===== src/rtl/oversample_chan_arbiter.sv =====
// oversample_chan_arbiter
//
// Round-robin scheduler that merges N_CHAN independent ADC sample streams
// into the single time-multiplexed dv/chan/data stream consumed by the
// oversample filter. Every channel owns a one-entry holding register, and at
// most one pending sample is granted per cycle. Per-channel enables and
// sticky overrun flags are written over the common endpoint write bus.
//
// Ports:
//   clk_in       - single clock
//   rst_in       - synchronous active-high reset
//   adc_dv_in    - per-channel sample strobes (one-cycle pulses)
//   adc_data_in  - packed samples, channel i at [i*W_DATA +: W_DATA], signed
//   wr_en        - endpoint write strobe
//   wr_addr      - endpoint address (ARB_EN_ADDR / ARB_OVR_CLR_ADDR)
//   wr_chan      - target channel of the write
//   wr_data      - write data, only bit 0 is meaningful
//   dv_out       - one-cycle strobe per granted sample
//   chan_out     - granted channel index
//   data_out     - granted sample, signed
//   overrun_out  - sticky per-channel overrun flags
//
// ARB_EN_ADDR and ARB_OVR_CLR_ADDR carry the endpoint addresses from the
// system endpoint map; override them at instantiation to match it.

module oversample_chan_arbiter #(
    parameter int                     W_CHAN           = 5,
    parameter int                     N_CHAN           = 8,
    parameter int                     W_DATA           = 18,
    parameter int                     W_WR_ADDR        = 16,
    parameter int                     W_WR_CHAN        = 16,
    parameter int                     W_WR_DATA        = 48,
    parameter logic [N_CHAN-1:0]      EN_INIT          = {N_CHAN{1'b1}},
    parameter logic [W_WR_ADDR-1:0]   ARB_EN_ADDR      = W_WR_ADDR'(16'h0040),
    parameter logic [W_WR_ADDR-1:0]   ARB_OVR_CLR_ADDR = W_WR_ADDR'(16'h0041)
) (
    input  logic                       clk_in,
    input  logic                       rst_in,
    input  logic [N_CHAN-1:0]          adc_dv_in,
    input  logic [N_CHAN*W_DATA-1:0]   adc_data_in,
    input  logic                       wr_en,
    input  logic [W_WR_ADDR-1:0]       wr_addr,
    input  logic [W_WR_CHAN-1:0]       wr_chan,
    input  logic [W_WR_DATA-1:0]       wr_data,
    output logic                       dv_out,
    output logic [W_CHAN-1:0]          chan_out,
    output logic signed [W_DATA-1:0]   data_out,
    output logic [N_CHAN-1:0]          overrun_out
);

    // Per-channel state and the round-robin pointer
    logic [W_DATA-1:0] r_hold [N_CHAN];
    logic [N_CHAN-1:0] r_pending;
    logic [N_CHAN-1:0] r_en;
    logic [N_CHAN-1:0] r_ovr;
    logic [W_CHAN-1:0] r_ptr;

    // Write-bus decode results
    logic              w_wrChanOk;
    logic              w_enWr;
    logic              w_clrWr;
    logic [N_CHAN-1:0] w_enWrMask;
    logic [N_CHAN-1:0] w_disMask;
    logic [N_CHAN-1:0] w_clrMask;

    // Capture / arbitration results
    logic [N_CHAN-1:0] w_capture;
    logic [N_CHAN-1:0] w_cand;
    logic              w_grantValid;
    logic [W_CHAN-1:0] w_grantIdx;
    logic [N_CHAN-1:0] w_grantOneHot;
    logic [W_DATA-1:0] w_grantData;
    logic [W_CHAN-1:0] w_ptrNext;

    // Only bit 0 of the write data carries information
    logic              w_unused;
    assign w_unused = ^{1'b0, wr_data[W_WR_DATA-1:1]};

    // Writes aimed at channels that do not exist are dropped entirely, so the
    // range check uses the full wr_chan width rather than a truncated index.
    assign w_wrChanOk = wr_en && (wr_chan < W_WR_CHAN'(N_CHAN));
    assign w_enWr     = w_wrChanOk && (wr_addr == ARB_EN_ADDR);
    assign w_clrWr    = w_wrChanOk && (wr_addr == ARB_OVR_CLR_ADDR);

    // Expand the decoded write into per-channel masks. A disabling write
    // takes effect in the same cycle: the channel drops out of arbitration
    // and any strobe arriving alongside the write is not captured.
    always_comb begin
        w_enWrMask = '0;
        w_disMask  = '0;
        w_clrMask  = '0;
        w_capture  = '0;
        for (int i = 0; i < N_CHAN; i++) begin
            w_enWrMask[i] = w_enWr  && (wr_chan == W_WR_CHAN'(i));
            w_clrMask[i]  = w_clrWr && (wr_chan == W_WR_CHAN'(i));
            w_disMask[i]  = w_enWrMask[i] && !wr_data[0];
            w_capture[i]  = adc_dv_in[i] && r_en[i] && !w_disMask[i];
        end
    end

    assign w_cand = r_pending & r_en & ~w_disMask;

    // Round-robin search starting at r_ptr: first scan the channels at or
    // above the pointer in ascending order, then wrap around to the ones
    // below it. Splitting the scan this way keeps every array index a loop
    // constant, so no modulo arithmetic on the index is needed.
    always_comb begin
        w_grantValid  = 1'b0;
        w_grantIdx    = '0;
        w_grantOneHot = '0;
        w_grantData   = '0;
        for (int i = 0; i < N_CHAN; i++) begin
            if (!w_grantValid && w_cand[i] && (W_CHAN'(i) >= r_ptr)) begin
                w_grantValid     = 1'b1;
                w_grantIdx       = W_CHAN'(i);
                w_grantOneHot[i] = 1'b1;
                w_grantData      = r_hold[i];
            end
        end
        for (int i = 0; i < N_CHAN; i++) begin
            if (!w_grantValid && w_cand[i] && (W_CHAN'(i) < r_ptr)) begin
                w_grantValid     = 1'b1;
                w_grantIdx       = W_CHAN'(i);
                w_grantOneHot[i] = 1'b1;
                w_grantData      = r_hold[i];
            end
        end
    end

    // The pointer moves to the channel just after the winner, wrapping at
    // N_CHAN, so the winner becomes the lowest priority next time round.
    assign w_ptrNext = (w_grantIdx == W_CHAN'(N_CHAN - 1)) ? '0
                                                            : w_grantIdx + W_CHAN'(1);

    // Output stage and pointer. Grants are never stalled because the filter
    // has no backpressure; without a grant only the strobe drops, chan/data
    // keep showing the last granted sample.
    always_ff @(posedge clk_in) begin
        if (rst_in) begin
            dv_out   <= 1'b0;
            chan_out <= '0;
            data_out <= '0;
            r_ptr    <= '0;
        end else begin
            dv_out <= w_grantValid;
            if (w_grantValid) begin
                chan_out <= w_grantIdx;
                data_out <= w_grantData;
                r_ptr    <= w_ptrNext;
            end
        end
    end

    // Per-channel holding registers, pending bits, enables and overrun flags.
    // Pending priority: a disable clears it, a capture sets it (so a capture
    // on the granted channel keeps it pending with the fresh sample), and
    // only then does a grant clear it. An overrun is a capture that lands on
    // a still-pending sample that is not leaving this cycle; it beats a
    // coincident clear so the event is never lost.
    always_ff @(posedge clk_in) begin
        if (rst_in) begin
            r_pending <= '0;
            r_en      <= EN_INIT;
            r_ovr     <= '0;
            for (int i = 0; i < N_CHAN; i++) begin
                r_hold[i] <= '0;
            end
        end else begin
            for (int i = 0; i < N_CHAN; i++) begin
                if (w_capture[i]) begin
                    r_hold[i] <= adc_data_in[i*W_DATA +: W_DATA];
                end

                if (w_disMask[i]) begin
                    r_pending[i] <= 1'b0;
                end else if (w_capture[i]) begin
                    r_pending[i] <= 1'b1;
                end else if (w_grantOneHot[i]) begin
                    r_pending[i] <= 1'b0;
                end

                if (w_enWrMask[i]) begin
                    r_en[i] <= wr_data[0];
                end

                if (w_capture[i] && r_pending[i] && !w_grantOneHot[i]) begin
                    r_ovr[i] <= 1'b1;
                end else if (w_clrMask[i]) begin
                    r_ovr[i] <= 1'b0;
                end
            end
        end
    end

    assign overrun_out = r_ovr;

endmodule


===== config.mk =====
export PLATFORM = sky130hd
export DESIGN_NAME = oversample_chan_arbiter
export DESIGN_NICKNAME = d
export VERILOG_FILES = /design/src/rtl/oversample_chan_arbiter.sv
export SDC_FILE = /design/constraint.sdc
export NUM_CORES = 1
export LEC_CHECK = 0
export CAP_MARGIN = 40
export CELL_PAD_IN_SITES_DETAIL_PLACEMENT = 0
export CELL_PAD_IN_SITES_GLOBAL_PLACEMENT = 1
export CORE_MARGIN = 4
export CORE_UTILIZATION = 34
export DETAILED_ROUTE_END_ITERATION = 12
export PLACE_DENSITY_LB_ADDON = 0.08
export SYNTH_ARGS = -nofsm -noshare
export SYNTH_HDL_FRONTEND = slang
export SYNTH_SLANG_ARGS = --single-unit

===== constraint.sdc =====
create_clock -name clk_in -period 4 [get_ports clk_in]
set_input_delay 0.6 -clock clk_in [delete_from_list [all_inputs] [get_ports clk_in]]
set_output_delay 0.6 -clock clk_in [all_outputs]
set_load 0.1 [all_outputs]

## Word-level counts from Yosys, hierarchy flattened

Memories as Yosys holds them, arrays and structs flattened.
Index checks and enable logic that the tools add are counted.

- Flip-flop bits (word level): 53
- Bits in writable memories: 144
- Bits of input ports: 235
- Output and inout bits: 32
- Word-level logic and storage cells: 344
- Memories: 1

- Add/sub/neg operators: 1
- Magnitude comparators: 17
- Equality and inequality tests: 10
- Mux-type cells: 129
- Bitwise operators: 11
- Reductions and logical operators: 147

Memories:

| memory | words | bits a word | read ports | clocked after memory_dff | write ports | line | text |
|---|---|---|---|---|---|---|---|
| r_hold | 8 | 18 | 8 | 0 | 8 | 52 | `logic [W_DATA-1:0] r_hold [N_CHAN];` |

Operators by type and width:

| kind | number |
|---|---|
| $mux W18 | 24 |
| $logic_and A1 B1 Y1 | 90 |
| $mux W1 | 90 |
| $mux W5 | 15 |
| $eq A16 B3 Y1 const B | 4 |
| $eq A16 B2 Y1 const B | 2 |
| $eq A16 B7 Y1 const B | 2 |
| $logic_not A1 Y1 | 32 |
| $reduce_bool A2 Y1 | 16 |
| $ge A3 B5 Y1 const A | 4 |
| $lt A3 B5 Y1 const A | 4 |
| $and A8 B8 Y8 | 2 |
| $eq A16 B1 Y1 const B | 1 |
| $logic_not A16 Y1 | 1 |
| $lt A16 B4 Y1 const B | 1 |
| $reduce_or A2 Y1 | 8 |
| $ge A1 B5 Y1 const A | 2 |
| $ge A2 B5 Y1 const A | 2 |
| $lt A1 B5 Y1 const A | 2 |
| $lt A2 B5 Y1 const A | 2 |
| $not A8 Y8 | 1 |
| $or A1 B1 Y1 | 8 |
| $add A5 B1 Y5 const B | 1 |
| $eq A5 B3 Y1 const B | 1 |

## Depth between registers and ports, before layout

- Depth after elaboration: 72
- Depth in mapped cells: 17
- Depth with buffers taken out: 13

## Worst setup path after synthesis

Ideal clock, no wire load.

- Path kind: input to register
- From: input wr_chan[11]
- To: register r_ptr[3]
- Library setup time: 0.128 ns
- Arrival: 3.675 ns
- Required time: 3.872 ns
- Path slack: 0.198 ns
- Cell stages on the path: 14
- Buffers on the path: 2
- Cells stage by stage: nor4_1 > nand4_1 > buf_2 > o41a_1 > nand3_1 > nand4_2 > nor3_1 > clkbuf_1 > a21oi_1 > nand3_1 > ha_1 > ha_1 > a2bb2oi_1 > nor2_1

- Longest elaborated chain between the ends: 71
- Elaborated cells on any way between the ends: 109
- Those cells by class: add/sub (1); order compare (1); eq/ne (8); mux (32); bitwise (2); reduce/logical (65)

Ends and longest elaborated chain:

| what | line | text |
|---|---|---|
| start: declaration | 43 | `input logic [W_WR_CHAN-1:0] wr_chan,` |
| $lt A16 B4 Y1 | 81 | `assign w_wrChanOk = wr_en && (wr_chan < W_WR_CHAN'(N_CHAN));` |
| $logic_and A1 B1 Y1 | 81 |  |
| $logic_and A1 B1 Y1 | 82 | `assign w_enWr = w_wrChanOk && (wr_addr == ARB_EN_ADDR);` |
| $logic_and A1 B1 Y1 | 94 | `w_enWrMask[i] = w_enWr && (wr_chan == W_WR_CHAN'(i));` |
| $logic_and A1 B1 Y1 | 96 | `w_disMask[i] = w_enWrMask[i] && !wr_data[0];` |
| $not A8 Y8 (*) | 101 | `assign w_cand = r_pending & r_en & ~w_disMask;` |
| $and A8 B8 Y8 (*) | 101 |  |
| $logic_and A1 B1 Y1 | 113 | `if (!w_grantValid && w_cand[i] && (W_CHAN'(i) >= r_ptr)) begin` |
| (+54 left out) | - |  |
| $logic_and A1 B1 Y1 (2 in series) | 121 | `if (!w_grantValid && w_cand[i] && (W_CHAN'(i) < r_ptr)) begin` |
| $mux W1 | 121 |  |
| $logic_not A1 Y1 | 121 |  |
| $logic_and A1 B1 Y1 (2 in series) | 121 |  |
| $mux W5 (*) | 121 |  |
| via w_grantIdx[1] | 70 | `logic [W_CHAN-1:0] w_grantIdx;` |
| $add A5 B1 Y5 / $eq A5 B3 Y1 (equally long branches) | 133, 132 |  |
| $mux W5 (*) | 132 | `assign w_ptrNext = (w_grantIdx == W_CHAN'(N_CHAN - 1)) ? '0` |
| end signal: assignment | 149 | `r_ptr <= w_ptrNext;` |
| end: declaration | 56 | `logic [W_CHAN-1:0] r_ptr;` |

Mark *: on every way through the listed nets, which the timed path passes. The rest lies on a longest branch.
A chain may end at the register's enable or synchronous reset.

## Worst setup path in the final report

- From: input wr_addr[2]
- To: register r_ptr[0]

- Longest elaborated chain between the ends: 70
- Elaborated cells on any way between the ends: 100
- Those cells by class: add/sub (1); eq/ne (2); mux (32); bitwise (2); reduce/logical (63)

Ends and longest elaborated chain:

| what | line | text |
|---|---|---|
| start: declaration | 42 | `input logic [W_WR_ADDR-1:0] wr_addr,` |
| $eq A16 B7 Y1 (*) | 82 |  |
| $logic_and A1 B1 Y1 (*) | 82 |  |
| $logic_and A1 B1 Y1 | 94 |  |
| $logic_and A1 B1 Y1 | 96 |  |
| $not A8 Y8 (*) | 101 |  |
| $and A8 B8 Y8 (*) | 101 |  |
| $logic_and A1 B1 Y1 | 113 |  |
| $mux W1 | 113 |  |
| (+53 left out) | - |  |
| $logic_and A1 B1 Y1 (2 in series) | 121 |  |
| $mux W1 | 121 |  |
| $logic_not A1 Y1 | 121 |  |
| $logic_and A1 B1 Y1 (2 in series) | 121 |  |
| $mux W5 (*) | 121 |  |
| via w_grantIdx[0] | 70 |  |
| $add A5 B1 Y5 / $eq A5 B3 Y1 (equally long branches) | 133, 132 |  |
| $mux W5 (*) | 132 |  |

Marks and branches as above.

==> results.toml <==
[drt]
dr.pass1.iters = 8
wirelength_mm = 40.7
wl_per_cell_microns = 23.1
final_antenna_net_count = 0
drt_iter0_drc = 1046
via_per_inst = 5.51
vias = 9699
drc_errors = 0

[critical_path]
cp.depth = 14
arrival_ns = 4.13
crit_path_start_kind = "input pin"
path_class = "in -> reg"
critPathCaptureType = "flop"
r2r_cells = 12
slowest_delay_ns = 0.43
crit_slowest_cell = "o41a_1"
required_ns = 4.31
cpLargestDelayFamily = "compound AO/OA/AOI/OAI gates"
path_buf_inv = 3
crit_fanout = 9
path_cells = "clkdlybuf4s50_1 -> nor4_2 -> nand4_1 -> buf_4 -> o41a_1 -> o21ai_1 -> nor2_1 -> and4_1 -> a2111oi_2 -> buf_4 -> nand3_1 -> ha_1 -> ha_1 -> a2111oi_0"

[finish]
drive_above_1_share = 0.189
fin_nets = 1601
design_area_sq_um = 14900
area_delta_synth_final_pct = 47.7
antenna_cells = 0
final.fill_count = 2657

[grt]
grt_pass1_wl_mm = 59.8
overflow = 0
grt_max_degree = 63
grt_pass1_vias = 9206
antenna_found_initial = 0
track_usage = 0.241

[sta]
worst_pin_slew_ns = 0.803
rsz0062_at_grt = "no"
setup_viol = 0
worst_slack_ns = 0.179
slew_viol_final = 0
fin_crit_ns = 3.82
hold_viol_final = 0
fmax_mhz = 262
finClkSkew_ns = 0.0233
fin_crit_sh = 0.955
maxSlewHeadroom = 0.464

[hold_path]
hp-class = "reg -> reg"
min_path_cells = 2

[die]
num_rows = 62
dieArea_sq_um = 32400
core_area_sq_um = 28900
initial_utilization = 0.348
fp.dieW_microns = 180
ios = 267
fp.dieH_microns = 180

[logic_synthesis]
yosysSeqAreaShare = 0.529
yosysWarnings = 0
synth.distinct_cells = 69
synth.ff_latch_count = 194
synthFlopType = "edfxtp_1"
async_reset_ff_frac = 0
netlist_area_sq_um = 10100
syn_avg_cell_area_sq_um = 10.1
synth_edf_count = 144
syn-instance-count = 999

[clocking]
h-tree-depth = 4
clk_path_buf_depth = 2
cts_tree = "built"
numCtsBuffers = 17
clock-sinks = 194
clock-root-buffer = "clkbuf_16"
path_clk_slew_ns = 0.08
clock_latency_ns = 0.45

[place]
placed_cell_area_sq_um = 14200
portBuffers = 217
gp_congestion = 0.940
post-place-ws_ns = -0.332
dp.final_hpwl_mm = 32.2

[run]
cap_viol_max_count = 0

[pwr]
power_density_nw_per_um2 = 486
peakVddDrop_mv = 0.320
power.leakage_nw = 5.76

[outcome]
status = "complete, no violations"
-- logic make-up after synthesis --
group                    count (synthesis)  synth area share
AO/OA/AOI/OAI                          259             0.186
flip-flops                             194             0.529
adder cells (fa/ha/maj)                  2           0.00249
AND/OR/NAND/NOR                        469             0.248
multiplexers                             4           0.00398
other                                    1          0.000373
buffers and inverters                   70            0.0290
-- sequential cells by signal, summed over array words and instances, names as in the netlist --
name	flops
data_out	18
r_hold	144
chan_out	3
r_ptr	4
r_pending	8
dv_out	1
overrun_out	8
r_en	8
-- worst register-to-register path, cell delays in order (launching register included) --
cell       delay (ns)
dfxtp_1          0.32
or3_1            0.47
or3_1            0.46
or2_0            0.27
and4_1           0.22
buf_4            0.18
and4_1           0.24
a2111oi_2        0.28
buf_4            0.19
nand3_1          0.11
ha_1             0.22
ha_1             0.19
a2111oi_0        0.35
-- stage by stage --
| step | util | cells | power, W | setup TNS (ns) | hold WS, ns |
|---|---|---|---|---|---|
| after floorplan | - | 1000 | 0.00401 | 0 | 0.439 |
| after detailed placement | 0.491 | 1726 | 0.00543 | -3.74 | 0.457 |
| after CTS | 0.512 | 1758 | 0.00722 | 0 | 0.469 |
| after global routing | 0.513 | 1761 | 0.00750 | 0 | 0.505 |
| final | 0.513 | 1761 | 0.00722 | 0 | 0.470 |
| after global placement | 0.473 | 1693 | 0.00513 | -4.58 | 0.448 |
-- cell type report --
type | instances | area (sq um) | share of cell area
Inverter | 5 | 18.8 | 0.00126
Clock inverter | 14 | 171 | 0.0115
Sequential cell | 194 | 5330 | 0.358
Timing Repair Buffer | 410 | 3930 | 0.264
Multi-Input combinational cell | 736 | 4510 | 0.303
Clock buffer | 18 | 429 | 0.0289
Tap cell | 384 | 480 | 0.0323
-- timing repair --
| item | CTS | global route |
|---|---|---|
| setup endpoints to repair | 0 | 11 |
| setup buffers | 0 | 2 |
| endpoints found under the hold margin | 0 | 0 |
| hold buffers | 0 | 0 |
| gates resized for setup | 0 | 8 |
-- cells in the final DEF (no fill, tap or decap), types with 6 or more instances in the layout --
master and n:
clkdlybuf4s50_1 216, buf_4 159, edfxtp_1 144, nand2_1 105
and2_1 95, nor2_1 90, dfxtp_1 50, nor2b_1 39
a21oi_1 39, o21ai_0 39, a221oi_1 37, and3_1 33
nand3_1 32, buf_8 26, a22oi_1 20, a31oi_1 18
clkbuf_16 17, nor3_1 13, o22ai_1 13, a222oi_1 11
a211oi_1 9, or2_2 8, o211ai_1 8, a221o_1 8
o221ai_1 8, nand4_1 6, or3_1 6, a22o_1 6
-- path summary, 6_finish.rpt --
path,start,end,slack (ns)
max,wr_addr[2],r_ptr[0],0.18
min,overrun_out[5],overrun_out[5],0.47
max reg2reg,r_ptr[3],r_ptr[0],0.41
min reg2reg,overrun_out[5],overrun_out[5],0.47
-- power breakdown --
part / internal [W] / switching (W) / leakage [nW]
combinational: 0.00120 / 0.00165 / 3.48
clock: 0.000906 / 0.000878 / 0.296
sequential: 0.00239 / 0.000193 / 1.99
-- per-layer routing --
layer / GRT usage / routed length [microns] / vias to the layer above
met5: 0 / 0 / -
met4: 0.0338 / 286 / 0
met3: 0.0631 / 3980 / 24
met2: 0.325 / 16000 / 489
met1: 0.391 / 20400 / 4659
li1: - / - / 4527
-- cells in the mapped netlist, drive strengths merged (9+ instances only) --
master | n | share of area
edfxtp | 144 | 0.43
nand2 | 105 | 0.039
and2 | 95 | 0.059
nor2 | 90 | 0.034
clkbuf | 51 | 0.019
dfxtp | 50 | 0.10
o21ai | 41 | 0.020
nor2b | 40 | 0.025
a21oi | 39 | 0.019
a221oi | 37 | 0.032
and3 | 33 | 0.021
nand3 | 32 | 0.016
a22oi | 20 | 0.015
a31oi | 18 | 0.011
nor3 | 18 | 0.011
buf | 14 | 0.0081
a211oi | 13 | 0.010
o22ai | 13 | 0.0081
a222oi | 11 | 0.011
nor4 | 11 | 0.0096
or2 | 9 | 0.0056
No activity file was read; power rests on OpenSTA's default activity.
